--- src/rtl/trade_tx_pkg.sv ---
// Shared encodings and sizes for the trade report transmitter.
// Defining TRADE_TX_TIMESTAMP_EN widens the frame header with a 32-bit timestamp.
package trade_tx_pkg;

  typedef enum logic [1:0] {
    ST_IDLE,
    ST_HDR,
    ST_PAYLOAD
  } state_e;

`ifdef TRADE_TX_TIMESTAMP_EN
  localparam int HDR_BYTES = 7;
`else
  localparam int HDR_BYTES = 3;
`endif
  localparam int TRADE_BYTES = 4;
  localparam int SEQ_W       = 16;

  // Byte idx of a trade word, big-endian (idx 0 is the MSB).
  function automatic logic [7:0] word_byte(input logic [31:0] w, input logic [1:0] idx);
    logic [7:0] b;
    case (idx)
      2'd0:    b = w[31:24];
      2'd1:    b = w[23:16];
      2'd2:    b = w[15:8];
      default: b = w[7:0];
    endcase
    return b;
  endfunction

endpackage

--- src/rtl/trade_report_tx_if.sv ---
// 8-bit AXI-Stream link from the trade report transmitter to the UDP TX stack.
// Unaffected by TRADE_TX_TIMESTAMP_EN.
interface trade_report_tx_if;
  logic [7:0] tdata;
  logic       tvalid;
  logic       tlast;
  logic       tready;

  modport master (output tdata, output tvalid, output tlast, input tready);
  modport slave  (input tdata, input tvalid, input tlast, output tready);
endinterface

--- src/rtl/trade_sync_fifo.sv ---
// Synchronous first-word-fall-through FIFO with occupancy count and a peek at the second entry.
// Unaffected by TRADE_TX_TIMESTAMP_EN.
module trade_sync_fifo #(
  parameter int WIDTH = 32,
  parameter int DEPTH = 16,
  localparam int AW = $clog2(DEPTH),
  localparam int CW = AW + 1
) (
  input  logic             clk,
  input  logic             rst_n,
  input  logic             wr_en,
  input  logic [WIDTH-1:0] wr_data,
  input  logic             rd_en,
  output logic [WIDTH-1:0] rd_data,
  output logic [WIDTH-1:0] rd_next,
  output logic             full,
  output logic             empty,
  output logic [CW-1:0]    count
);

  logic [WIDTH-1:0] mem_q [DEPTH];
  logic [AW-1:0]    wr_ptr_q, wr_ptr_d, rd_ptr_q, rd_ptr_d, rd_ptr_nx;
  logic [CW-1:0]    count_q, count_d;
  logic             push, pop;

  assign full      = (count_q == CW'(DEPTH));
  assign empty     = (count_q == '0);
  assign push      = wr_en && !full;
  assign pop       = rd_en && !empty;
  assign rd_ptr_nx = rd_ptr_q + 1'b1;

  always_comb begin
    wr_ptr_d = wr_ptr_q;
    rd_ptr_d = rd_ptr_q;
    count_d  = count_q;
    if (push) wr_ptr_d = wr_ptr_q + 1'b1;
    if (pop)  rd_ptr_d = rd_ptr_nx;
    case ({push, pop})
      2'b10:   count_d = count_q + 1'b1;
      2'b01:   count_d = count_q - 1'b1;
      default: count_d = count_q;
    endcase
  end

  always_ff @(posedge clk) begin
    if (!rst_n) begin
      wr_ptr_q <= '0;
      rd_ptr_q <= '0;
      count_q  <= '0;
    end else begin
      wr_ptr_q <= wr_ptr_d;
      rd_ptr_q <= rd_ptr_d;
      count_q  <= count_d;
    end
  end

  always_ff @(posedge clk) begin
    if (push) mem_q[wr_ptr_q] <= wr_data;
  end

  // The transmitter needs the following word on the same edge the head is popped.
  assign rd_data = mem_q[rd_ptr_q];
  assign rd_next = mem_q[rd_ptr_nx];
  assign count   = count_q;

endmodule

--- src/rtl/trade_report_tx.sv ---
// Batches order-book trade words into sequence-numbered frames on an 8-bit AXI-Stream.
// Defining TRADE_TX_TIMESTAMP_EN adds a free-running cycle timestamp to each frame header.
module trade_report_tx
  import trade_tx_pkg::*;
#(
  parameter int FIFO_DEPTH    = 16,
  parameter int MAX_BATCH     = 8,
  parameter int FLUSH_TIMEOUT = 1000
) (
  input  logic                  clk,
  input  logic                  rst_n,
  input  logic                  trade_valid,
  input  logic [31:0]           trade_info,
  trade_report_tx_if.master     m_axis,
  output logic                  tx_busy,
  output logic [15:0]           drop_count,
  output logic [SEQ_W-1:0]      seq_num
);

  localparam int CW = $clog2(FIFO_DEPTH) + 1;
  localparam int TW = $clog2(FLUSH_TIMEOUT + 1);
  localparam logic [TW-1:0] TIMEOUT = TW'(FLUSH_TIMEOUT);
  localparam logic [7:0]    MAX_B   = 8'(MAX_BATCH);

  state_e           state_q, state_d;
  logic [7:0]       batch_q, batch_d, word_idx_q, word_idx_d;
  logic [2:0]       byte_idx_q, byte_idx_d;
  logic [TW-1:0]    timer_q, timer_d;
  logic [SEQ_W-1:0] seq_q, seq_d;
  logic [15:0]      drop_q, drop_d;
  logic [7:0]       tdata_q, tdata_d, hdr_next;
  logic             tvalid_q, tvalid_d, tlast_q, tlast_d;
  logic [31:0]      head, head_next;
  logic [CW-1:0]    count;
  logic             full, empty, pop, accept, batch_ready;
`ifdef TRADE_TX_TIMESTAMP_EN
  logic [31:0]      cycle_q, cycle_d, ts_q, ts_d;
`endif

  trade_sync_fifo #(.WIDTH(32), .DEPTH(FIFO_DEPTH)) u_fifo (
    .clk     (clk),
    .rst_n   (rst_n),
    .wr_en   (trade_valid),
    .wr_data (trade_info),
    .rd_en   (pop),
    .rd_data (head),
    .rd_next (head_next),
    .full    (full),
    .empty   (empty),
    .count   (count)
  );

  assign accept      = tvalid_q && m_axis.tready;
  assign batch_ready = (count >= CW'(MAX_BATCH));

  // Header byte that follows the one currently presented.
  always_comb begin
    hdr_next = 8'h00;
    case (byte_idx_q + 3'd1)
      3'd1:    hdr_next = seq_q[7:0];
      3'd2:    hdr_next = batch_q;
`ifdef TRADE_TX_TIMESTAMP_EN
      3'd3:    hdr_next = ts_q[31:24];
      3'd4:    hdr_next = ts_q[23:16];
      3'd5:    hdr_next = ts_q[15:8];
      3'd6:    hdr_next = ts_q[7:0];
`endif
      default: hdr_next = 8'h00;
    endcase
  end

  always_comb begin
    state_d    = state_q;
    batch_d    = batch_q;
    word_idx_d = word_idx_q;
    byte_idx_d = byte_idx_q;
    timer_d    = timer_q;
    seq_d      = seq_q;
    drop_d     = drop_q;
    tdata_d    = tdata_q;
    tvalid_d   = tvalid_q;
    tlast_d    = tlast_q;
    pop        = 1'b0;
`ifdef TRADE_TX_TIMESTAMP_EN
    cycle_d    = cycle_q + 32'd1;
    ts_d       = ts_q;
`endif

    if (trade_valid && full && drop_q != 16'hFFFF) drop_d = drop_q + 16'd1;

    // The output registers always hold the byte being offered; each accept loads the next one.
    case (state_q)
      ST_IDLE: begin
        if (batch_ready || (!empty && timer_q == TIMEOUT)) begin
          state_d    = ST_HDR;
          batch_d    = batch_ready ? MAX_B : 8'(count);
          byte_idx_d = 3'd0;
          word_idx_d = 8'd0;
          timer_d    = '0;
          tdata_d    = seq_q[15:8];
          tvalid_d   = 1'b1;
          tlast_d    = 1'b0;
`ifdef TRADE_TX_TIMESTAMP_EN
          ts_d       = cycle_q;
`endif
        end else if (empty) begin
          timer_d = '0;
        end else if (timer_q != TIMEOUT) begin
          timer_d = timer_q + 1'b1;
        end
      end
      ST_HDR: begin
        if (accept) begin
          if (byte_idx_q == 3'(HDR_BYTES - 1)) begin
            state_d    = ST_PAYLOAD;
            byte_idx_d = 3'd0;
            tdata_d    = word_byte(head, 2'd0);
          end else begin
            byte_idx_d = byte_idx_q + 3'd1;
            tdata_d    = hdr_next;
          end
        end
      end
      ST_PAYLOAD: begin
        if (accept) begin
          if (byte_idx_q == 3'(TRADE_BYTES - 1)) begin
            pop = 1'b1;
            if (tlast_q) begin
              state_d  = ST_IDLE;
              tvalid_d = 1'b0;
              tlast_d  = 1'b0;
              tdata_d  = 8'h00;
              seq_d    = seq_q + 1'b1;
            end else begin
              word_idx_d = word_idx_q + 8'd1;
              byte_idx_d = 3'd0;
              tdata_d    = word_byte(head_next, 2'd0);
            end
          end else begin
            byte_idx_d = byte_idx_q + 3'd1;
            tdata_d    = word_byte(head, 2'(byte_idx_q + 3'd1));
            tlast_d    = (byte_idx_q == 3'd2) && (word_idx_q == batch_q - 8'd1);
          end
        end
      end
      default: state_d = ST_IDLE;
    endcase
  end

  always_ff @(posedge clk) begin
    if (!rst_n) begin
      state_q    <= ST_IDLE;
      batch_q    <= '0;
      word_idx_q <= '0;
      byte_idx_q <= '0;
      timer_q    <= '0;
      seq_q      <= '0;
      drop_q     <= '0;
      tdata_q    <= '0;
      tvalid_q   <= 1'b0;
      tlast_q    <= 1'b0;
`ifdef TRADE_TX_TIMESTAMP_EN
      cycle_q    <= '0;
      ts_q       <= '0;
`endif
    end else begin
      state_q    <= state_d;
      batch_q    <= batch_d;
      word_idx_q <= word_idx_d;
      byte_idx_q <= byte_idx_d;
      timer_q    <= timer_d;
      seq_q      <= seq_d;
      drop_q     <= drop_d;
      tdata_q    <= tdata_d;
      tvalid_q   <= tvalid_d;
      tlast_q    <= tlast_d;
`ifdef TRADE_TX_TIMESTAMP_EN
      cycle_q    <= cycle_d;
      ts_q       <= ts_d;
`endif
    end
  end

  assign m_axis.tdata  = tdata_q;
  assign m_axis.tvalid = tvalid_q;
  assign m_axis.tlast  = tlast_q;
  assign tx_busy       = (state_q != ST_IDLE);
  assign drop_count    = drop_q;
  assign seq_num       = seq_q;

endmodule
--- src/flat_wrapper.sv ---
// flat-port wrapper written by rule: the top's interface ports become plain ports
module trade_report_tx_flat import trade_tx_pkg::*;
#(
  parameter int FIFO_DEPTH    = 16,
  parameter int MAX_BATCH     = 8,
  parameter int FLUSH_TIMEOUT = 1000
)
  (clk, rst_n, trade_valid, trade_info, tx_busy, drop_count, seq_num, m_axis_tdata, m_axis_tvalid, m_axis_tlast, m_axis_tready);
  trade_report_tx_if m_axis_i ();
  input  logic clk;
  input  logic rst_n;
  input  logic trade_valid;
  input  logic [31:0] trade_info;
  output logic tx_busy;
  output logic [15:0] drop_count;
  output logic [SEQ_W-1:0] seq_num;
  output wire logic [$bits(m_axis_i.tdata)-1:0] m_axis_tdata;
  output wire logic [$bits(m_axis_i.tvalid)-1:0] m_axis_tvalid;
  output wire logic [$bits(m_axis_i.tlast)-1:0] m_axis_tlast;
  input wire logic [$bits(m_axis_i.tready)-1:0] m_axis_tready;
  assign m_axis_tdata = m_axis_i.tdata;
  assign m_axis_tvalid = m_axis_i.tvalid;
  assign m_axis_tlast = m_axis_i.tlast;
  assign m_axis_i.tready = m_axis_tready;
  trade_report_tx #(.FIFO_DEPTH(FIFO_DEPTH), .MAX_BATCH(MAX_BATCH), .FLUSH_TIMEOUT(FLUSH_TIMEOUT)) u_core (.clk(clk), .rst_n(rst_n), .trade_valid(trade_valid), .trade_info(trade_info), .m_axis(m_axis_i), .tx_busy(tx_busy), .drop_count(drop_count), .seq_num(seq_num));
endmodule
--- config.mk ---
export PLATFORM = sky130hd
export DESIGN_NAME = trade_report_tx_flat
export DESIGN_NICKNAME = d
export VERILOG_FILES = /design/src/rtl/trade_tx_pkg.sv /design/src/rtl/trade_report_tx_if.sv /design/src/rtl/trade_sync_fifo.sv /design/src/rtl/trade_report_tx.sv /design/src/flat_wrapper.sv
export SDC_FILE = /design/constraint.sdc
export NUM_CORES = 1
export LEC_CHECK = 0
export ABC_AREA = 0
export CAP_MARGIN = 20
export CORE_ASPECT_RATIO = 0.9
export CORE_MARGIN = 10
export CORE_UTILIZATION = 52
export CTS_CLUSTER_SIZE = 20
export DETAILED_ROUTE_END_ITERATION = 8
export DONT_BUFFER_PORTS = 1
export PLACE_DENSITY = 0.73
export SYNTH_ARGS = -nofsm -noshare
export SYNTH_HDL_FRONTEND = slang
export SYNTH_SLANG_ARGS = --single-unit
export TNS_END_PERCENT = 30
--- constraint.sdc ---
create_clock -name clk -period 5.8 [get_ports clk]
set_input_delay 1.16 -clock clk [delete_from_list [all_inputs] [get_ports clk]]
set_output_delay 1.16 -clock clk [all_outputs]
set_load 0.05 [all_outputs]
### Word level (Yosys, flattened, before mapping)

Memories as Yosys holds them, arrays and structs flattened. A register that Yosys moved wholly into a read port is not among the register bits.
Index checks and enable logic that the tools add are counted.

| cells by class | value |
|---|---|
| multiplexer cells | 49 |
| order comparisons | 1 |
| reductions and logical operators | 27 |
| equal/unequal tests | 23 |
| $add $sub $neg | 10 |

Operator list:

| kind | count |
|---|---|
| 8-bit two-way mux | 10 |
| 8-bit case mux with 3 select lines | 2 |
| 16-bit by 1-bit adder with 16-bit output, second input constant | 2 |
| 8-bit case mux with 2 select lines | 2 |
| 10-bit two-way mux | 3 |
| 3-bit two-way mux | 6 |
| 16-bit != test, second input constant | 1 |
| 5-bit AND reduction | 3 |
| 1-bit two-way mux | 12 |
| 2-bit two-way mux | 6 |
| 2-bit by 1-bit != test with 1-bit output, second input constant | 6 |
| 10-bit by 1-bit adder with 10-bit output, second input constant | 1 |
| 10-bit equality test, second input constant | 1 |
| 10-bit != test, second input constant | 1 |
| 5-bit case mux with 2 select lines | 1 |
| 3-bit by 2-bit equality test with 1-bit output, second input constant | 3 |
| 3-bit case mux with 3 select lines | 1 |
| 4-bit by 1-bit adder with 4-bit output, second input constant | 2 |
| 8-bit by 1-bit adder with 8-bit output, second input constant | 1 |
| 8-bit equality test | 1 |
| 4-bit two-way mux | 2 |
| 4-bit AND reduction | 2 |
| 8-bit by 1-bit subtractor with 8-bit output, second input constant | 1 |
| 1-bit logical AND | 7 |
| other kinds (22) | 33 |

| storage, ports and cells | value |
|---|---|
| input port bits | 36 |
| memory bits (writable) | 512 |
| logic and storage cells | 124 |
| memories kept | 1 |
| register bits | 86 |
| output and inout port bits | 43 |

Memories:

| name | words | width | rd ports | clocked after memory_dff | write ports | line | RTL |
|---|---|---|---|---|---|---|---|
| u_core.u_fifo.mem_q | 16 | 32 | 2 | 1 | 1 | trade_sync_fifo.sv:21 | `logic [WIDTH-1:0] mem_q [DEPTH];` |

### Depth between registers and ports, before layout

| logic depth | value |
|---|---|
| word-level depth | 7 |
| depth in mapped cells | 14 |
| gate-level depth less buffers | 13 |

### Modules after synthesis

From an unflattened synthesis, not the netlist that was laid out.

| second synthesis, totals | value |
|---|---|
| cells, all modules | 1529 |
| area total of the unflattened synthesis | 27941.8 sq um |

Modules (own cells, without submodules):

| module | area each (sq um) | cells each | instances | seq. area each (sq um) |
|---|---|---|---|---|
| trade_sync_fifo | 23922.9 | 1025 | 1 | 15715.1 |
| trade_report_tx | 4018.9 | 504 | 1 | 1401.3 |

### Worst setup path before layout

No wires, ideal clock.

| timing path | value |
|---|---|
| path kind | input to register |
| start | input trade_valid |
| end | memory u_core.u_fifo.mem_q[3][0] (enable) |
| path slack | 1294 ps |
| arrival | 4045 ps |
| required time | 5339 ps |
| cell stages on the path | 5 |
| library setup time | 461 ps |
| path buffers | 1 |
| path through | inv_1 -> a21oi_1 -> clkbuf_1 -> nand2_1 -> nor3_1 |

| on the way | value |
|---|---|
| cells in the longest elaborated chain, start to end | 3 |

RTL lines:

| element | line | RTL |
|---|---|---|
| from (decl) | flat_wrapper.sv:12 | `input logic trade_valid;` |
| 1-bit logical AND | trade_sync_fifo.sv:28 | `assign push = wr_en && !full;` |
| 1-bit two-way mux | trade_sync_fifo.sv:58 | `if (push) mem_q[wr_ptr_q] <= wr_data;` |
| 1-bit two-way mux (not written as such) | trade_sync_fifo.sv:58 |  |
| to (decl) | trade_sync_fifo.sv:21 |  |

Every way passes these cells.

==> metrics.csv <==
stage,metric,value,unit
pwr,Clock power frac,42.0,%
finish,share of cells above drive strength 1,13.7,%
setup_path,crit end category,flop,
floorplanning,die extent in y,232,um
floorplanning,Initial Util,52.7,%
global_routing,first-pass GRT wire length,93.9,mm
route,initial DRC count,1644,
flow_run,max cap viols,0,
sta,post-route setup TNS,0,ns
route,Residual DRC,0,
route,Routed WL per cell,26.1,um
floorplanning,DIE AREA,59100,um2
cts,Clock Tree Root,clkbuf_16,
sta,FMAX,283,MHz
cts,Post-CTS Resized,0,
synthesis,dominant cell type by area after synthesis,edfxtp_1,
pwr,P_int,6760,uW
synthesis,most frequent cell after synthesis,edfxtp_1,
pwr,Peak VDD IR,0.379,mV
global_routing,Tot GR Track Use,21.0,%
floorplanning,core footprint,49100,um2
floorplanning,I/O pins,79,
finish,Layout area overhead,9.72,%
sta,Final Hold Viols,0,
setup_path,crit path DAT,4.01,ns
global_routing,initial antenna violation count,0,
hold_path,HP Class,flop to flop,
placed_design,dpl ws,2.13,ns
setup_path,Crit Path Category,flop to flop,
cts,CTS max path bufs,3,
cts,H-tree depth,2,
synthesis,"top cells by area, synth","edfxtp_1, mux2i_1, dfxtp_1",
synthesis,Yosys top cell area share,59.4,%
route,Final ANT Viol Nets,0,
placed_design,number of port buffers,0,
sta,Final setup viols,0,
cts,Worst-Skew Late Latency,0.64,ns
synthesis,"flops & latches, synth",599,
pwr,power density over the cells,300,nW/um2
route,Pre-antenna DRT Iters,6,
finish,nets@finish,1771,
sta,fin crit share,61.0,%
sta,RSZ-0062 raised after global routing,no,
cts,clk slew on worst S/H paths,0.06,ns
sta,Worst Skew,0.0254,ns
synthesis,Synth cell types,70,
placed_design,GPL Wtd Cong,0.858,
setup_path,Crit Path Max Fanout,29,
sta,Tmin final,3.54,ns
finish,diode count,0,
finish,Fillers,3717,
placed_design,DP HPWL,37.7,mm
global_routing,largest net degree at the start of global routing,89,
synthesis,Post-synth EDFFs,512,
cts,CTS Hold Bufs,0,
setup_path,crit start category,flop,
cts,CTS sink count,599,
synthesis,"Avg Cell Area, Syn",15.1,um2
floorplanning,row count,77,
route,DRT Wirelength,62.3,mm
global_routing,number of global-route vias before repair,15100,
synthesis,Post-Synthesis Cells,1717,
sta,worst slew pin tran,1.07,ns
pwr,NetSw,1760,uW
synthesis,predominant post-synthesis flop cell,edfxtp_1,
cts,CTS tree,done,
synthesis,synth cell count leaders,"edfxtp_1, mux2i_1, nand2_1",
route,via/cell ratio,6.33,
cts,cts bufs inserted,57,
synthesis,synthesized area,25900,um2
setup_path,Worst Path Required,6.28,ns
status,outcome,"finished, final reports clean",
floorplanning,width of the chip,255,um
sta,Final WS setup,2.26,ns
synthesis,sequential share of the synthesized area,66.2,%
pwr,P_leak,0.00875,uW
pwr,Seq pwr share,55.9,%
synthesis,yosys warns,0,
synthesis,fraction of registers with async set/reset,0,%
pwr,Net Sw Frac,20.7,%
sta,Pins Over Slew Limit,0,
synthesis,Mapped Nets,1778,
pwr,Comb power frac,2.1,%
route,routed vias,15100,
global_routing,grt ovf,0,
cts,post-CTS setup buffers,0,
sta,Max transition margin,28.8,%
critical path, stage by stage, from the launching register on:
cell and delay [ns]:
dfxtp_4 0.70, nor2b_2 0.85, buf_4 0.48, a22oi_1 0.12
a31oi_1 0.36, nand3_1 0.14, o21ai_0 0.52, a21oi_1 0.17
final timing paths:
path | from | endpoint | slack, ns | cells after the start
setup / recovery | flop | u_core.m_axis.tdata[3] | 2.26 | 7
hold / removal | u_core.byte_idx_q[2] | u_core.byte_idx_q[2] | 0.51 | 2
setup reg to reg | flop | u_core.m_axis.tdata[3] | 2.26 | 7
hold reg to reg | u_core.byte_idx_q[2] | u_core.byte_idx_q[2] | 0.51 | 2
cell families after synthesis:
group / synth area share, %
and+or+nand+nor: 7.84
muxes: 14.4
xor gates and xnor gates: 1.56
adders and majority gates: 1.21
DFF: 66.2
AOI/OAI and AO/OA: 6.59
buffers and inverters: 2.21
metal layers:
| metal | GRT usage [%] | up-vias | share of wire [%] |
|---|---|---|---|
| met4 | 5.63 | 0 | 2.3 |
| met5 | 0 | - | 0 |
| met1 | 27.7 | 7677 | 41 |
| met3 | 5.86 | 110 | 9.4 |
| met2 | 33.7 | 645 | 48 |
| li1 | - | 6698 | - |
final cells by class:
cell class	instances	area [um2]	area share, %
clock buffers	74	1550	5.44
well taps	632	791	2.79
flip-flops and latches	599	17100	60.3
multi-input cells	996	8320	29.3
clock inverters	32	255	0.899
repair buffers	31	258	0.908
inverters	25	93.8	0.331
cells in the final DEF, fill, tap and decap left out, drive strengths merged, types with 4 or more instances in the layout:
cell,synthesis,layout
o31ai,4,4
buf,46,31
nand3,77,77
a21oi,45,45
ha,25,25
nor4,5,5
o22ai,9,9
inv,25,27
dfxtp,87,87
nand4,18,18
nor3b,6,6
nor2,52,52
mux2,17,17
nor3,19,19
mux2i,199,199
a21boi,12,12
a22oi,72,72
xnor2,31,31
o211ai,15,15
and3,20,20
nor2b,32,32
o21ai,38,38
xor2,15,15
and2,43,43
a211oi,12,12
clkbuf,51,74
edfxtp,512,512
nand2b,6,6
a31oi,12,12
clkinv,0,27
mux4,69,69
or3,7,7
nand2,94,94
flip-flops by register name, summed over array words and instances (netlist names), named ones only:
register / flops
u_core.byte_idx_q: 3
u_core.u_fifo.rd_ptr_q: 4
u_core.seq_num: 16
u_core.timer_q: 10
u_core.u_fifo.mem_q: 512
u_core.m_axis.tlast: 1
u_core.m_axis.tvalid: 1
u_core.drop_count: 16
u_core.u_fifo.count: 5
u_core.batch_q: 5
u_core.state_q: 2
u_core.u_fifo.wr_ptr_q: 4
u_core.word_idx_q: 8
u_core.m_axis.tdata: 8
power groups by stage:
| stage | registers (uW) | logic, uW | clock network, uW |
|---|---|---|---|
| final | 4760 | 176 | 3580 |
| after CTS | 4760 | 176 | 3630 |
| after global placement | 4850 | 170 | 0 |
| after floorplan | 4850 | 128 | 0 |
| after global routing | 4770 | 192 | 3810 |
| after detailed placement | 4860 | 175 | 0 |
metrics by stage:
step	utilization, %	std cells	hold slack [ns]	instance area [um2]	power (uW)
2_1_floorplan	-	1717	0.465	25900	4980
3_3_place_gp	54.1	2283	0.487	26600	5020
6_report	57.8	2389	0.513	28400	8520
3_5_place_dp	54.1	2283	0.499	26600	5030
5_1_grt	57.8	2389	0.537	28400	8770
4_1_cts	57.8	2389	0.507	28400	8570
No activity file was read; power rests on OpenSTA's default activity.
